--- src/rtl/display_7seg_sequencial_if.sv ---
// Handshake and display bus for display_7seg_sequencial.
// master: producer of binary values (drives in_valid/in_data).
// slave : the display driver.
interface display_7seg_sequencial_if #(
    parameter int BIN_WIDTH  = 20,
    parameter int NUM_DIGITS = 6
);
    logic                    in_valid;
    logic [BIN_WIDTH-1:0]    in_data;
    logic                    in_ready;
    logic                    done;
    logic                    overflow;
    logic [7*NUM_DIGITS-1:0] segmentos;

    modport master (
        output in_valid, in_data,
        input  in_ready, done, overflow, segmentos
    );

    modport slave (
        input  in_valid, in_data,
        output in_ready, done, overflow, segmentos
    );
endinterface

--- src/rtl/display_7seg_sequencial.sv ---
// Sequential binary -> BCD (shift-and-add-3, one bit per clock) -> active-low
// seven-segment driver for NUM_DIGITS displays.
// Optional build macro: LEADING_ZERO_BLANK_EN blanks digits above the most
// significant non-zero digit (digit 0 and overflow dashes are never blanked).
module display_7seg_sequencial #(
    parameter int BIN_WIDTH  = 20,
    parameter int NUM_DIGITS = 6
) (
    input  logic clk,
    input  logic rst_n,
    display_7seg_sequencial_if.slave bus
);
    localparam int BCD_W = 4 * NUM_DIGITS;
    localparam int SEG_W = 7 * NUM_DIGITS;

    typedef enum logic [1:0] {S_IDLE, S_CONVERT, S_UPDATE} state_t;

    state_t               state_q, state_d;
    logic [BIN_WIDTH-1:0] bin_q, bin_d;
    logic [BCD_W-1:0]     bcd_q, bcd_d, bcd_adj;
    logic                 acc_q, acc_d;
    logic [5:0]           cnt_q, cnt_d;
    logic                 ready_q, ready_d;
    logic                 done_q, done_d;
    logic                 ovf_q, ovf_d;
    logic [SEG_W-1:0]     seg_q, seg_d;

    // Active-low {g,f,e,d,c,b,a} pattern for one BCD nibble
    function automatic logic [6:0] enc(input logic [3:0] n);
        case (n)
            4'd0:    enc = 7'b1000000;
            4'd1:    enc = 7'b1111001;
            4'd2:    enc = 7'b0100100;
            4'd3:    enc = 7'b0110000;
            4'd4:    enc = 7'b0011001;
            4'd5:    enc = 7'b0010010;
            4'd6:    enc = 7'b0000010;
            4'd7:    enc = 7'b1111000;
            4'd8:    enc = 7'b0000000;
            4'd9:    enc = 7'b0010000;
            default: enc = 7'b1111111;
        endcase
    endfunction

    // Full display image; overflow forces dashes on every digit
    function automatic logic [SEG_W-1:0] render(input logic [BCD_W-1:0] bcd,
                                                input logic ovf);
        logic [SEG_W-1:0] res;
`ifdef LEADING_ZERO_BLANK_EN
        logic lead;
        res  = '1;
        lead = 1'b1;
        for (int k = NUM_DIGITS - 1; k >= 0; k--) begin
            if (ovf) begin
                res[7*k +: 7] = 7'b0111111;
            end else if (lead && bcd[4*k +: 4] == 4'd0 && k != 0) begin
                res[7*k +: 7] = 7'b1111111;
            end else begin
                res[7*k +: 7] = enc(bcd[4*k +: 4]);
                lead          = 1'b0;
            end
        end
`else
        res = '1;
        for (int k = 0; k < NUM_DIGITS; k++) begin
            res[7*k +: 7] = ovf ? 7'b0111111 : enc(bcd[4*k +: 4]);
        end
`endif
        return res;
    endfunction

    // Add-3 correction of every nibble >= 5 ahead of the shift
    always_comb begin
        bcd_adj = bcd_q;
        for (int k = 0; k < NUM_DIGITS; k++) begin
            if (bcd_q[4*k +: 4] >= 4'd5) bcd_adj[4*k +: 4] = bcd_q[4*k +: 4] + 4'd3;
        end
    end

    // Next-state logic: accept, convert one bit per cycle, then publish
    always_comb begin
        state_d = state_q;
        bin_d   = bin_q;
        bcd_d   = bcd_q;
        acc_d   = acc_q;
        cnt_d   = cnt_q;
        ready_d = ready_q;
        done_d  = 1'b0;
        ovf_d   = ovf_q;
        seg_d   = seg_q;
        case (state_q)
            S_IDLE: begin
                ready_d = 1'b1;
                if (bus.in_valid && ready_q) begin
                    bin_d   = bus.in_data;
                    bcd_d   = '0;
                    acc_d   = 1'b0;
                    cnt_d   = 6'(BIN_WIDTH);
                    ready_d = 1'b0;
                    state_d = S_CONVERT;
                end
            end
            S_CONVERT: begin
                // bit leaving the top of the BCD field means too many digits
                acc_d = acc_q | bcd_adj[BCD_W-1];
                bcd_d = {bcd_adj[BCD_W-2:0], bin_q[BIN_WIDTH-1]};
                bin_d = bin_q << 1;
                cnt_d = cnt_q - 6'd1;
                if (cnt_q == 6'd1) state_d = S_UPDATE;
            end
            S_UPDATE: begin
                seg_d   = render(bcd_q, acc_q);
                ovf_d   = acc_q;
                done_d  = 1'b1;
                ready_d = 1'b1;
                state_d = S_IDLE;
            end
            default: state_d = S_IDLE;
        endcase
    end

    // State and registered outputs; reset abandons any conversion
    always_ff @(posedge clk) begin
        if (!rst_n) begin
            state_q <= S_IDLE;
            bin_q   <= '0;
            bcd_q   <= '0;
            acc_q   <= 1'b0;
            cnt_q   <= '0;
            ready_q <= 1'b1;
            done_q  <= 1'b0;
            ovf_q   <= 1'b0;
            seg_q   <= '1;
        end else begin
            state_q <= state_d;
            bin_q   <= bin_d;
            bcd_q   <= bcd_d;
            acc_q   <= acc_d;
            cnt_q   <= cnt_d;
            ready_q <= ready_d;
            done_q  <= done_d;
            ovf_q   <= ovf_d;
            seg_q   <= seg_d;
        end
    end

    assign bus.in_ready  = ready_q;
    assign bus.done      = done_q;
    assign bus.overflow  = ovf_q;
    assign bus.segmentos = seg_q;
endmodule

--- src/flat_wrapper.sv ---
// flat-port wrapper written by rule: the top's interface ports become plain ports
module display_7seg_sequencial_flat 
#(
    parameter int BIN_WIDTH  = 20,
    parameter int NUM_DIGITS = 6
)
  (clk, rst_n, bus_in_valid, bus_in_data, bus_in_ready, bus_done, bus_overflow, bus_segmentos);
  display_7seg_sequencial_if #(.BIN_WIDTH(BIN_WIDTH), .NUM_DIGITS(NUM_DIGITS)) bus_i ();
  input  logic clk;
  input  logic rst_n;
  input wire logic [$bits(bus_i.in_valid)-1:0] bus_in_valid;
  input wire logic [$bits(bus_i.in_data)-1:0] bus_in_data;
  output wire logic [$bits(bus_i.in_ready)-1:0] bus_in_ready;
  output wire logic [$bits(bus_i.done)-1:0] bus_done;
  output wire logic [$bits(bus_i.overflow)-1:0] bus_overflow;
  output wire logic [$bits(bus_i.segmentos)-1:0] bus_segmentos;
  assign bus_i.in_valid = bus_in_valid;
  assign bus_i.in_data = bus_in_data;
  assign bus_in_ready = bus_i.in_ready;
  assign bus_done = bus_i.done;
  assign bus_overflow = bus_i.overflow;
  assign bus_segmentos = bus_i.segmentos;
  display_7seg_sequencial #(.BIN_WIDTH(BIN_WIDTH), .NUM_DIGITS(NUM_DIGITS)) u_core (.clk(clk), .rst_n(rst_n), .bus(bus_i));
endmodule
--- config.mk ---
export PLATFORM = sky130hd
export DESIGN_NAME = display_7seg_sequencial_flat
export DESIGN_NICKNAME = d
export VERILOG_FILES = /design/src/rtl/display_7seg_sequencial_if.sv /design/src/rtl/display_7seg_sequencial.sv /design/src/flat_wrapper.sv
export SDC_FILE = /design/constraint.sdc
export NUM_CORES = 1
export LEC_CHECK = 0
export CAP_MARGIN = 10
export CORE_MARGIN = 1
export CORE_UTILIZATION = 63
export CTS_BUF_LIST = sky130_fd_sc_hd__clkbuf_4 sky130_fd_sc_hd__clkbuf_8
export CTS_CLUSTER_SIZE = 25
export DETAILED_ROUTE_END_ITERATION = 12
export PLACE_DENSITY = 0.88
export SETUP_SLACK_MARGIN = 0.02
export SYNTH_ARGS = -nofsm -noshare
export SYNTH_HDL_FRONTEND = slang
export SYNTH_SLANG_ARGS = --single-unit
--- constraint.sdc ---
create_clock -name clk -period 3.85 [get_ports clk]
set_clock_uncertainty 0.15 [all_clocks]
set_input_delay 0.77 -clock clk [delete_from_list [all_inputs] [get_ports clk]]
set_output_delay 0.77 -clock clk [all_outputs]
set_load 0.01 [all_outputs]
==> results of run 1 <==
layout make-up:
| cell class | instances | area (sq um) |
|---|---|---|
| Inverter | 49 | 184 |
| Clock inverter | 15 | 155 |
| Fill cell | 622 | 2030 |
| Timing Repair Buffer | 78 | 757 |
| Sequential cell | 140 | 2800 |
| Multi-Input combinational cell | 479 | 3090 |
| Clock buffer | 17 | 234 |
| Tap cell | 129 | 161 |
cell families after synthesis:
kind of cell	count (synthesis)	share of synthesized area [%]
simple gates	264	19.5
buf+inv	84	5.41
xor+xnor	15	2.11
mux	5	0.825
compound gates	151	18.2
fa+ha+maj	44	8.85
flops	140	45.1
report_power, final:
part,leakage [nW],total (W),switching [W],internal (W)
logic,2.03,0.000219,0.000125,0.0000931
registers,1.13,0.00151,0.0000312,0.00148
clock network,0.191,0.00117,0.000632,0.000535
metal layers:
layer | share of wire, % | wire (um) | vias up | global-route usage [%]
li1 | - | - | 2580 | -
met1 | 44 | 5940 | 2458 | 34.0
met2 | 49 | 6700 | 166 | 48.8
met3 | 4.6 | 622 | 31 | 5.24
met4 | 2.3 | 307 | 0 | 11.6
met5 | 0 | 0 | - | 0
synth_stat cells (4+ instances only):
cell type,instances,area share (%)
buf_1,4,0.24
nor3_1,9,0.72
nor2_1,41,2.5
buf_4,4,0.48
ha_1,44,8.9
a21o_1,5,0.60
a22oi_1,6,0.72
a31oi_1,7,0.70
o211ai_1,4,0.48
buf_2,4,0.32
a222oi_1,19,3.1
dfxtp_1,140,45
xnor2_1,11,1.5
a22o_1,9,1.3
nand3_1,55,4.4
clkbuf_1,22,1.3
o311ai_0,6,0.85
mux2i_1,4,0.64
o31ai_1,9,1.1
nor2b_1,4,0.40
o21ai_0,16,1.3
nand2b_1,16,1.6
o21ai_1,4,0.32
xor2_1,4,0.56
a21oi_1,35,2.8
nand2_1,116,7.0
nor3b_1,5,0.60
a32oi_1,4,0.56
inv_1,48,2.9
worst register-to-register path: stages, from the launching register on:
cell and delay (ns):
dfxtp_1 0.70, nand2b_1 0.30, nor2_2 0.39, a32oi_1 0.33, ha_1 0.40, nor4_1 0.28
nor3_1 0.08
path summary, 6_finish.rpt:
| check | slack, ns | from | cells after the start | end |
|---|---|---|---|---|
| setup / recovery | 0.95 | bus_in_valid | 10 | register |
| hold / removal | 0.29 | register | 2 | u_core.bus.segmentos[19]$_SDFFE_PN1P_ |
| setup reg to reg | 1.12 | u_core.state_q[0]$_SDFFE_PN0P_ | 6 | register |
| hold reg to reg | 0.29 | register | 2 | u_core.bus.segmentos[19]$_SDFFE_PN1P_ |
stage by stage:
stage / cells / worst slack [ns] / hold slack, ns / total power (W)
after floorplan: 703 / 1.24 / 0.267 / 0.00168
after global placement: 874 / 0.644 / 0.270 / 0.00175
after detailed placement: 874 / 0.492 / 0.273 / 0.00176
after CTS: 906 / 0.958 / 0.293 / 0.00291
after global routing: 907 / 0.801 / 0.309 / 0.00299
final: 907 / 0.951 / 0.293 / 0.00290
==> results_dict.tcl, run 1 <==
set metrics [dict create \
    insertedDiodeCount 0 \
    core_area_sq_um 9420 \
    max_stage_delay_ns 0.44 \
    synthToLayoutAreaGrowth_pct 18.8 \
    die_w_um 101 \
    dieArea_sq_um 10300 \
    root_buffer "clkbuf_8" \
    drv_slew 0 \
    fmax_mhz 345 \
    synth_fp_nets 770 \
    cp_num_buf_inv 3 \
    synth_edf_count 0 \
    clock_sinks 140 \
    grt_max_degree 46 \
    hold_viol 0 \
    clock_path_buffers 2 \
    cp_data_required_time_ns 4.08 \
    vias_per_cell 5.77 \
    end_kind "register" \
    grt_pass1_vias 5014 \
    io_buffers 67 \
    first_pass_iters 5 \
    crit_path_cell_trace "clkdlybuf4s50_1 -> a21oi_2 -> o21a_1 -> buf_4 -> nand2_1 -> o21ai_1 -> inv_1 -> ha_1 -> nand2b_1 -> a21oi_1" \
    fp.dieH_um 101 \
    ir_worst_vdd_mv 0.285 \
    num_io_pins 68 \
    post_cts_buffers 0 \
    slowest_stage "clkdlybuf4s50_1" \
    dpl-instance-area_sq_um 6990 \
    cts.clk_slew.worst_paths_ns 0.08 \
    maxCapViolCount 0 \
    gp_congestion 0.880 \
    grt_pass1_wl_um 22600 \
    clk_latency_ns 0.45 \
    yosys_warnings 0 \
    drive_gt1_share_pct 8.35 \
    cts_tree "yes" \
    rsz0062_at_grt "false" \
    cts_hold_buffers 0 \
    relSlewSlack_pct 51.7 \
    track_usage_pct 28.0 \
    power_density_nw_per_um2 393 \
    p_leak_nw 3.35 \
    cts_buffers 17 \
    ant_nets 0 \
    finalCritPeriodShare_pct 75.3 \
    post-route-util_pct 78.5 \
    status "finished clean" \
    tightest_slew_ns 0.724 \
    worstHoldPathType "reg2reg" \
    crit_fanout 16 \
    crit_type "in2reg" \
    fin_crit_ns 2.90 \
    drt-total-wl_um 13600 \
    wl_per_cell_um 15.0 \
    antenna_found_initial 0 \
    cp-start-kind "input pin" \
    syn_area_per_cell_sq_um 8.85 \
    start_util_pct 66.0 \
    synthesis.area_sq_um 6220 \
    dr.first_iter.drc_count 387 \
    synth-seq-cells 140 \
    cts_resized 0 \
    ys_async_sr_fraction_pct 0 \
    yosys_most_used_dff "dfxtp_1" \
    final_area_sq_um 7390 \
    htree_levels 4 \
    nets 832 \
    tns_ns 0 \
    num_rows 35 \
    arrival_ns 3.13 \
    grt.overflow.total 0 \
    layout_commonest_cell "dfxtp_1" \
    syn_inst 703 \
    cp_top_family "compound AO/OA/AOI/OAI gates" \
    setup_viol 0 \
    yosysUniqueCellTypes 63 \
    dp_hpwl_um 9520 \
    final_cell_mix "140 x dfxtp_1, 116 x nand2_1, 67 x clkdlybuf4s50_1" \
    synth_seq_area_share_pct 45.1 \
    route.detailed.drc 0 \
    num_vias 5235 \
]
Power figures use the tool's default switching activity.
==> run 2: changes to the inputs <==
--- a/config.mk
+++ b/config.mk
@@ -7,11 +7,11 @@
 export LEC_CHECK = 0
 export CAP_MARGIN = 10
 export CORE_MARGIN = 1
-export CORE_UTILIZATION = 63
+export CORE_UTILIZATION = 58
 export CTS_BUF_LIST = sky130_fd_sc_hd__clkbuf_4 sky130_fd_sc_hd__clkbuf_8
 export CTS_CLUSTER_SIZE = 25
 export DETAILED_ROUTE_END_ITERATION = 12
-export PLACE_DENSITY = 0.88
+export PLACE_DENSITY = 0.82
 export SETUP_SLACK_MARGIN = 0.02
 export SYNTH_ARGS = -nofsm -noshare
 export SYNTH_HDL_FRONTEND = slang
==> constraint.sdc (replaced) <==
create_clock -name clk -period 2.9 [get_ports clk]
set_clock_uncertainty 0.15 [all_clocks]
set_input_delay 0.58 -clock clk [delete_from_list [all_inputs] [get_ports clk]]
set_output_delay 0.58 -clock clk [all_outputs]
set_load 0.01 [all_outputs]
==> results_dict.tcl, run 2 (synthesis gave the netlist of run 1 again) <==
set metrics [dict create \
    insertedDiodeCount 0 \
    multiInputGateArea_sq_um 3090 \
    tns_ns 0 \
    setup_viol 0 \
    num_io_pins 68 \
    drv_slew 0 \
    seqCellArea_sq_um 2800 \
    final_cell_mix "140 x dfxtp_1, 116 x nand2_1, 67 x clkdlybuf4s50_1" \
    tightest_slew_ns 0.582 \
    vias_per_cell 5.69 \
    p_leak_nw 3.45 \
    num_vias 5338 \
    drt-total-wl_um 14300 \
    htree_levels 4 \
    num_rows 37 \
    crit_fanout 13 \
    layout_commonest_cell "dfxtp_1" \
    post_cts_buffers 0 \
    clock_path_buffers 2 \
    fin_crit_ns 2.64 \
    arrival_ns 2.81 \
    setup_ws_ns 0.257 \
    cp-start-kind "register" \
    cts_resized 0 \
    cts_hold_buffers 0 \
    drive_gt1_share_pct 11.1 \
    cts.clk_slew.worst_paths_ns 0.09 \
    first_pass_iters 6 \
    cts_tree "yes" \
    start_util_pct 60.0 \
    dieArea_sq_um 11100 \
    grt_max_degree 46 \
    relSlewSlack_pct 61.2 \
    ant_nets 0 \
    cts_buffers 17 \
    worstHoldPathType "reg2reg" \
    dr.first_iter.drc_count 443 \
    power_density_nw_per_um2 489 \
    cp_data_required_time_ns 3.07 \
    crit_type "reg2reg" \
    end_kind "register" \
    slowest_stage "dfxtp_1" \
    fillers 775 \
    gp_congestion 0.903 \
    grt_pass1_vias 5303 \
    finalCritPeriodShare_pct 91.2 \
    wl_per_cell_um 15.3 \
    maxCapViolCount 0 \
    crit_start "u_core.state_q[1]$_SDFFE_PN0P_" \
    core_area_sq_um 10400 \
    pre_cts_slack_ns -0.00617 \
    ir_worst_vdd_mv 0.312 \
    grt.overflow.total 0 \
    cp_top_family "simple AND/OR/NAND/NOR gates" \
    hold_viol 0 \
    synthToLayoutAreaGrowth_pct 21.6 \
    antenna_found_initial 0 \
    track_usage_pct 27.3 \
    clk_latency_ns 0.46 \
    fmax_mhz 378 \
    root_buffer "clkbuf_8" \
    clock_sinks 140 \
    die_w_um 106 \
    status "finished clean" \
    r2r-start "u_core.state_q[1]$_SDFFE_PN0P_" \
    max_stage_delay_ns 0.67 \
    io_buffers 67 \
    crit_path_cell_trace "nand2b_1 -> nor2_2 -> a32oi_1 -> inv_1 -> ha_1 -> nor4_1 -> a211oi_1" \
    grt_pass1_wl_um 24300 \
    dp_hpwl_um 9890 \
    route.detailed.drc 0 \
    nets 856 \
    fp.dieH_um 106 \
    cp_num_buf_inv 1 \
    rsz0062_at_grt "false" \
]
## run 2: cell type report
| class | instances | area share (%) |
|---|---|---|
| multi-input cells | 479 | 40.9 |
| flip-flops and latches | 140 | 37.1 |
| repair buffers | 102 | 12.8 |
| clock buffers | 18 | 3.19 |
| inverters | 49 | 2.43 |
| well taps | 136 | 2.25 |
| clock inverters | 14 | 1.29 |
## run 2: metal layers
metal	global-route usage [%]	up-vias	share of wire, %	wire, um
li1	-	2638	-	-
met1	32.7	2497	44	6250
met2	47.5	170	49	7040
met3	5.44	33	5.0	721
met4	12.2	0	2.2	317
met5	0	-	0	0
## run 2: tightest hold or removal path, stage by stage, from the launching register on
cell and delay, ns:
dfxtp_1 0.31, nand2_1 0.04, nand3_1 0.07
## run 2: final timing paths
check	end	slack [ns]	cells past startpoint
setup / recovery	register	0.26	7
hold / removal	u_core.bus.segmentos[26]$_SDFFE_PN1P_	0.28	2
setup reg to reg	register	0.26	7
hold reg to reg	u_core.bus.segmentos[26]$_SDFFE_PN1P_	0.28	2
## run 2: power by group
part / switching, W / leakage, nW / internal (W)
clock network: 0.000771 / 0.164 / 0.000597
logic: 0.000175 / 2.15 / 0.000148
registers: 0.0000354 / 1.13 / 0.00197
## run 2: stage by stage
step / std cells / cell area (sq um) / util, % / power, W / hold slack (ns)
finish: 938 / 7560 / 72.9 / 0.00369 / 0.282
global route: 938 / 7560 / 72.9 / 0.00383 / 0.301
CTS: 938 / 7560 / 72.9 / 0.00371 / 0.282
detailed placement: 906 / 7220 / 69.6 / 0.00237 / 0.275
global placement: 906 / 7220 / 69.6 / 0.00236 / 0.270
floorplan: 703 / 6220 / - / 0.00223 / 0.267
